<file path="src/rtl/module_3_pkg.sv">
// rtl/module_3_pkg.sv - shared state encoding and default geometry for module_3 and its consumers
package module_3_pkg;

  localparam int DEF_TRIP_COUNT = 5;
  localparam int DEF_DATA_W     = 32;
  localparam int DEF_ADDR_W     = 3;

  typedef enum logic [2:0] {
    S_IDLE = 3'b001,
    S_RD   = 3'b010,
    S_WR   = 3'b100
  } state_t;

endpackage

</file>
<file path="src/rtl/module_3.sv">
// rtl/module_3.sv - reads TRIP_COUNT words from memory A, writes x to FIFO D and x<<1 to FIFO E
module module_3
  import module_3_pkg::*;
#(
  parameter int TRIP_COUNT = DEF_TRIP_COUNT,
  parameter int DATA_W     = DEF_DATA_W,
  parameter int ADDR_W     = DEF_ADDR_W
) (
  input  logic              ap_clk,
  input  logic              ap_rst_n,
  input  logic              ap_start,
  output logic              ap_done,
  input  logic              ap_continue,
  output logic              ap_idle,
  output logic              ap_ready,
  output logic [ADDR_W-1:0] A_address0,
  output logic              A_ce0,
  input  logic [DATA_W-1:0] A_q0,
  output logic [DATA_W-1:0] D_din,
  input  logic              D_full_n,
  output logic              D_write,
  output logic [DATA_W-1:0] E_din,
  input  logic              E_full_n,
  output logic              E_write
);

  localparam logic [ADDR_W-1:0] LAST = ADDR_W'(TRIP_COUNT);

  state_t            state;
  logic [ADDR_W-1:0] i;
  logic              done_reg;

  logic in_idle, in_rd, in_wr, at_end, fifo_ok;

  assign in_idle = (state == S_IDLE);
  assign in_rd   = (state == S_RD);
  assign in_wr   = (state == S_WR);
  assign at_end  = in_rd && (i == LAST);
  // Both FIFOs must have room, otherwise neither is written.
  assign fifo_ok = D_full_n && E_full_n;

  always_ff @(posedge ap_clk or negedge ap_rst_n) begin
    if (!ap_rst_n) begin
      state    <= S_IDLE;
      i        <= '0;
      done_reg <= 1'b0;
    end else begin
      case (state)
        S_IDLE: if (ap_start && !done_reg) begin
          state <= S_RD;
          i     <= '0;
        end
        S_RD:   state <= at_end ? S_IDLE : S_WR;
        S_WR:   if (fifo_ok) begin
          i     <= i + 1'b1;
          state <= S_RD;
        end
        default: state <= S_IDLE;
      endcase
      // ap_continue wins over a done pulse landing in the same cycle.
      if (ap_continue)
        done_reg <= 1'b0;
      else if (at_end)
        done_reg <= 1'b1;
    end
  end

  assign ap_done    = at_end || done_reg;
  assign ap_ready   = at_end;
  assign ap_idle    = in_idle && !ap_start;
  assign A_address0 = i;
  assign A_ce0      = in_rd && !at_end;
  assign D_din      = A_q0;
  assign E_din      = {A_q0[DATA_W-2:0], 1'b0};
  assign D_write    = in_wr && fifo_ok;
  assign E_write    = in_wr && fifo_ok;

endmodule

</file>
<file path="config.mk">
export PLATFORM = sky130hd
export DESIGN_NAME = module_3
export DESIGN_NICKNAME = d
export VERILOG_FILES = /design/src/rtl/module_3_pkg.sv /design/src/rtl/module_3.sv
export SDC_FILE = /design/constraint.sdc
export NUM_CORES = 1
export LEC_CHECK = 0
export BUFFER_PORTS_ARGS = -buffer_cell sky130_fd_sc_hd__buf_2
export CORE_MARGIN = 4
export CORE_UTILIZATION = 34
export DETAILED_ROUTE_END_ITERATION = 8
export PLACE_DENSITY = 0.92
export SETUP_SLACK_MARGIN = 0.1
export SLEW_MARGIN = 30
export SYNTH_ARGS = -nofsm -noshare
export SYNTH_HDL_FRONTEND = slang
export SYNTH_SLANG_ARGS = --single-unit
</file>
<file path="constraint.sdc">
create_clock -name ap_clk -period 2.9 [get_ports ap_clk]
set_input_delay 0.29 -clock ap_clk [delete_from_list [all_inputs] [get_ports ap_clk]]
set_output_delay 0.29 -clock ap_clk [all_outputs]
set_load 0.03 [all_outputs]
</file>
# Yosys cells after proc, flatten, opt, wreduce, memory -nomap -nowiden
# Cells that the tools add are included.
dict set report classes {
  n_eq_ne 6
  muxes 9
  add_sub_neg 1
  n_reduce_logical 14
}
# operator count
set ops {}
lappend ops {{3-bit 2-to-1 mux} 5}
lappend ops {{3-bit case mux with 3 select lines} 1}
lappend ops {{3-bit == test (second input constant)} 2}
lappend ops {{1-bit logical AND} 6}
lappend ops {{3-bit case mux with 2 select lines} 1}
lappend ops {{2-bit by 1-bit inequality test with 1-bit output (second input constant)} 2}
lappend ops {{2-bit nonzero test} 2}
lappend ops {{3-bit by 1-bit adder with 3-bit output (second input constant)} 1}
lappend ops {{3-bit by 1-bit == test with 1-bit output (second input constant)} 1}
lappend ops {{3-bit by 2-bit == test with 1-bit output (second input constant)} 1}
lappend ops {{1-bit logical NOT} 3}
lappend ops {{3-bit AND reduction} 1}
lappend ops {{1-bit 2-to-1 mux} 2}
lappend ops {{2-bit AND reduction} 1}
lappend ops {{1-bit logical OR} 1}
dict set report word_totals {
  ff_bits 7
  input_bits 38
  out_inout_bits 73
  wordCells 33
}

# Depth between registers and ports, before layout
dict set report logic_depth {
  ltp_word 4
  depth_mapped 6
  mapped_depth_nobuf 6
}

# Worst setup path after synthesis
# No wires, ideal clock.
dict set report synth_path {
  kind {register -> output}
  start {register i[0], in the netlist A_address0[0]}
  end {output ap_done}
  path_stages_with_launch 5
  t_arrival_ps 1643
  n_path_buf 0
  path_slack_ps 967
  path_cell_list {dfrtp_1 ha_1 nand2_1 nor2_1 or2_1}
}
dict set report synth_via {
  elab_chain_cells 3
}
# element line
set synth_lines {}
lappend synth_lines {{from (decl)} module_3.sv:30} ;# logic [ADDR_W-1:0] i;
lappend synth_lines {{from (signal assigned)} module_3.sv:55} ;# i <= i + 1'b1;
lappend synth_lines {{3-bit == test} module_3.sv:38} ;# assign at_end = in_rd && (i == LAST);
lappend synth_lines {{1-bit logical AND} module_3.sv:38}
lappend synth_lines {{net ap_ready} module_3.sv:15} ;# output logic ap_ready,
lappend synth_lines {{1-bit logical OR} module_3.sv:68} ;# assign ap_done = at_end || done_reg;
lappend synth_lines {{to (decl)} module_3.sv:12} ;# output logic ap_done,
# The timed path passes the listed nets, and every way through them passes these cells.

# Worst setup path in the final report
dict set report layout_path {
  start {register state[2]}
  end {output ap_done}
}
dict set report layout_via {
  elab_chain_cells 3
}
# element line
set layout_lines {}
lappend layout_lines {{from (decl)} module_3.sv:29} ;# state_t state;
lappend layout_lines {{from (signal assigned)} module_3.sv:53} ;# S_RD: state <= at_end ? S_IDLE : S_WR;
lappend layout_lines {{3-bit by 2-bit == test with 1-bit output} module_3.sv:36} ;# assign in_rd = (state == S_RD);
lappend layout_lines {{1-bit logical AND} module_3.sv:38}
lappend layout_lines {{1-bit logical OR} module_3.sv:68}
# No other way between the ends.

==> flow_metrics.tcl <==
set metrics [dict create \
    crit_required_ns 2.61 \
    wl_met3_um 241 \
    grt_start_max_net_pins 8 \
    finClkSkew_ns 0.00295 \
    critPathBufInv 1 \
    period_needed_ns 1.77 \
    clkLatencyLatePin_ns 0.25 \
    die_x_um 58.3 \
    synth_top_area_share_pct 56.8 \
    dp_cells 79 \
    crit_fanout 6 \
    crit_family "simple AND/OR/NAND/NOR gates" \
    slowest_stage "dfrtp_1" \
    synth.yosys.seq_area_share_pct 20.5 \
    critPathKind "reg2out" \
    drt-met1-wl_um 372 \
    initialDrtViolationCount 15 \
    gp_congestion 0.750 \
    cp.depth 4 \
    cts_tree "done" \
    vias 351 \
    grt_pass1_wl_mm 1.74 \
    die_area_um2 3400 \
    post_drt_wl_per_cell_um 13.0 \
    grtUsageTotal_pct 7.04 \
    finalMaxSlewViolations 0 \
    drt-total-wl_mm 1.09 \
    clockBufferDepth 2 \
    area_delta_synth_final_pct -40.3 \
    first_pass_iters 4 \
    initial_core_util_pct 37.1 \
    wl_met2_um 417 \
    hp-start "ap_continue" \
    netlist_area_um2 860 \
    powerDensity_nw_per_um2 649 \
    rows 17 \
    reg2reg_from "state[0]$_DFFE_PN1P_" \
    ctsHoldBuffers 1 \
    finalHoldViolCount 0 \
    min_to "done_reg$_DFFE_PN0P_" \
    crit_arrival_ns 1.48 \
    final_nets 97 \
    die_h_um 58.3 \
    ant_nets 0 \
    cap_violations 0 \
    drcViolationCount 0 \
    min_path_type "in2reg" \
    synth_area_leaders "buf_4, dfrtp_1, dfstp_2, or3b_1, ha_1" \
    top_layer_used "met4" \
    r2r_slack_ns 1.47 \
    ys_seq_elements 7 \
    grt-ovfl-total 0 \
    cts_resized 0 \
    core_area_um2 2320 \
    antenna_found_initial 0 \
    vdd_drop_max_mv 0.264 \
    end_kind "output pin" \
    netlist_instances 102 \
    layout-drive-gt1-share_pct 37.5 \
    grt_pass1_vias 367 \
    final-setup-viol-count 0 \
    cts-htree-levels 1 \
    numPortBuffers 14 \
    synth_nets 142 \
    tns_ns 0 \
    vias_per_cell 4.18 \
    cts_root_buffer "clkbuf_4" \
    dpl.hpwl_um 862 \
    cts_sinks 7 \
    antenna_cells 0 \
    path_cells "or3b_1, nor2_1, or2_1, buf_2" \
    min_delay_path_depth 2 \
    p_leak_uw 0.000262 \
    path_clk_slew_ns 0.05 \
    timing.rr.end "A_address0[2]$_DFFE_PN0P_" \
    avgSynthCellArea_um2 8.43 \
    io_pins 111 \
    post_cts_buffers 0 \
    yosys_warnings 0 \
    slowest_delay_ns 0.41 \
    final_cells 84 \
    min_period_over_period_pct 61.2 \
    rr_worst_depth 3 \
    timing.fmax_mhz 564 \
    status "finished, final reports clean" \
    synth_cell_type_count 21 \
    cts_made_buffers 3 \
    start_kind "flip-flop" \
    rsz0062_at_grt "false" \
    synth.largest_area_cell "buf_4" \
]
[Yosys cell counts]
master,instances
or3_4,1
nand3b_1,2
o221ai_1,1
nor2_1,3
or3b_1,3
inv_2,1
ha_1,2
nand2_1,3
a21oi_1,3
inv_1,2
dfstp_2,1
dfrtp_1,6
o22ai_1,1
conb_1,1
mux2i_1,1
or2_1,1
buf_4,65
nand2b_1,2
o21ai_2,1
or3_1,1
nor2b_1,1
[power breakdown]
group          switching [µW]  internal (µW)
sequential               20.5            120
combinational            60.7           43.7
clock                    35.6           52.5
[worst register-to-register path, cell delays in order (launching register included)]
cell and delay (ns):
dfstp_2 0.55, or3b_1 0.38, o21ai_2 0.23, o221ai_1 0.14
[placed cells by master (no fill, tap or decap)]
| master | n |
|---|---|
| conb_1 | 1 |
| o21ai_2 | 1 |
| nand2b_1 | 2 |
| inv_1 | 2 |
| or3_4 | 1 |
| clkbuf_1 | 1 |
| nor2b_1 | 1 |
| mux2i_1 | 1 |
| o221ai_1 | 1 |
| a21oi_1 | 3 |
| o22ai_1 | 1 |
| dfstp_2 | 1 |
| nor2_1 | 3 |
| inv_2 | 1 |
| clkbuf_4 | 3 |
| or3b_1 | 3 |
| buf_2 | 14 |
| ha_1 | 2 |
| dfrtp_1 | 6 |
| dlygate4sd3_1 | 1 |
| nand2_1 | 3 |
| or3_1 | 1 |
| or2_1 | 1 |
| nand3b_1 | 2 |
[cells by family (layout without fill, tap and decap cells)]
logic type,Yosys count,count (layout),synth area share [%]
and+or+nand+nor,17,17,12.4
other,1,1,0.436
buffers and inverters,68,22,58.1
muxes,1,1,1.16
adders and majority gates,2,2,2.91
AOI/OAI and AO/OA,6,6,4.51
DFF,7,7,20.5
[metal layers]
layer | vias to the layer above | track usage, %
li1 | 161 | -
met1 | 142 | 6.96
met2 | 30 | 7.66
met3 | 18 | 6.90
met4 | 0 | 7.62
met5 | - | 0
[per-stage QoR]
step                      hold WS, ns  total power, µW  setup WS, ns  cell area [µm²]  utilization, %
after global routing            0.171              359         0.999              513            22.1
after global placement          0.125              241          1.39              477            20.6
after CTS                       0.174              339          1.10              513            22.1
final                           0.181              333          1.13              513            22.1
after floorplan              -0.00559              381         0.967              860               -
after detailed placement        0.131              247          1.39              477            20.6
[how the worst max path moves through the flow]
stage                                         start  endpoint
after floorplan           A_address0[0]$_DFFE_PN0P_   ap_done
after global placement         state[2]$_DFFE_PN0P_   ap_done
after detailed placement       state[2]$_DFFE_PN0P_   ap_done
after CTS                      state[2]$_DFFE_PN0P_   ap_done
after global routing           state[1]$_DFFE_PN0P_   ap_done
final                          state[2]$_DFFE_PN0P_   ap_done
[cell type report]
cell class                 instances  area (µm²)
tap                               28        35.0
inverter                           3        11.3
multi-input combinational         27         184
timing repair buffer              15        80.1
fill                             253        1810
sequential                         7         176
clock buffer                       4        26.3
No activity file was read; power rests on OpenSTA's default activity.
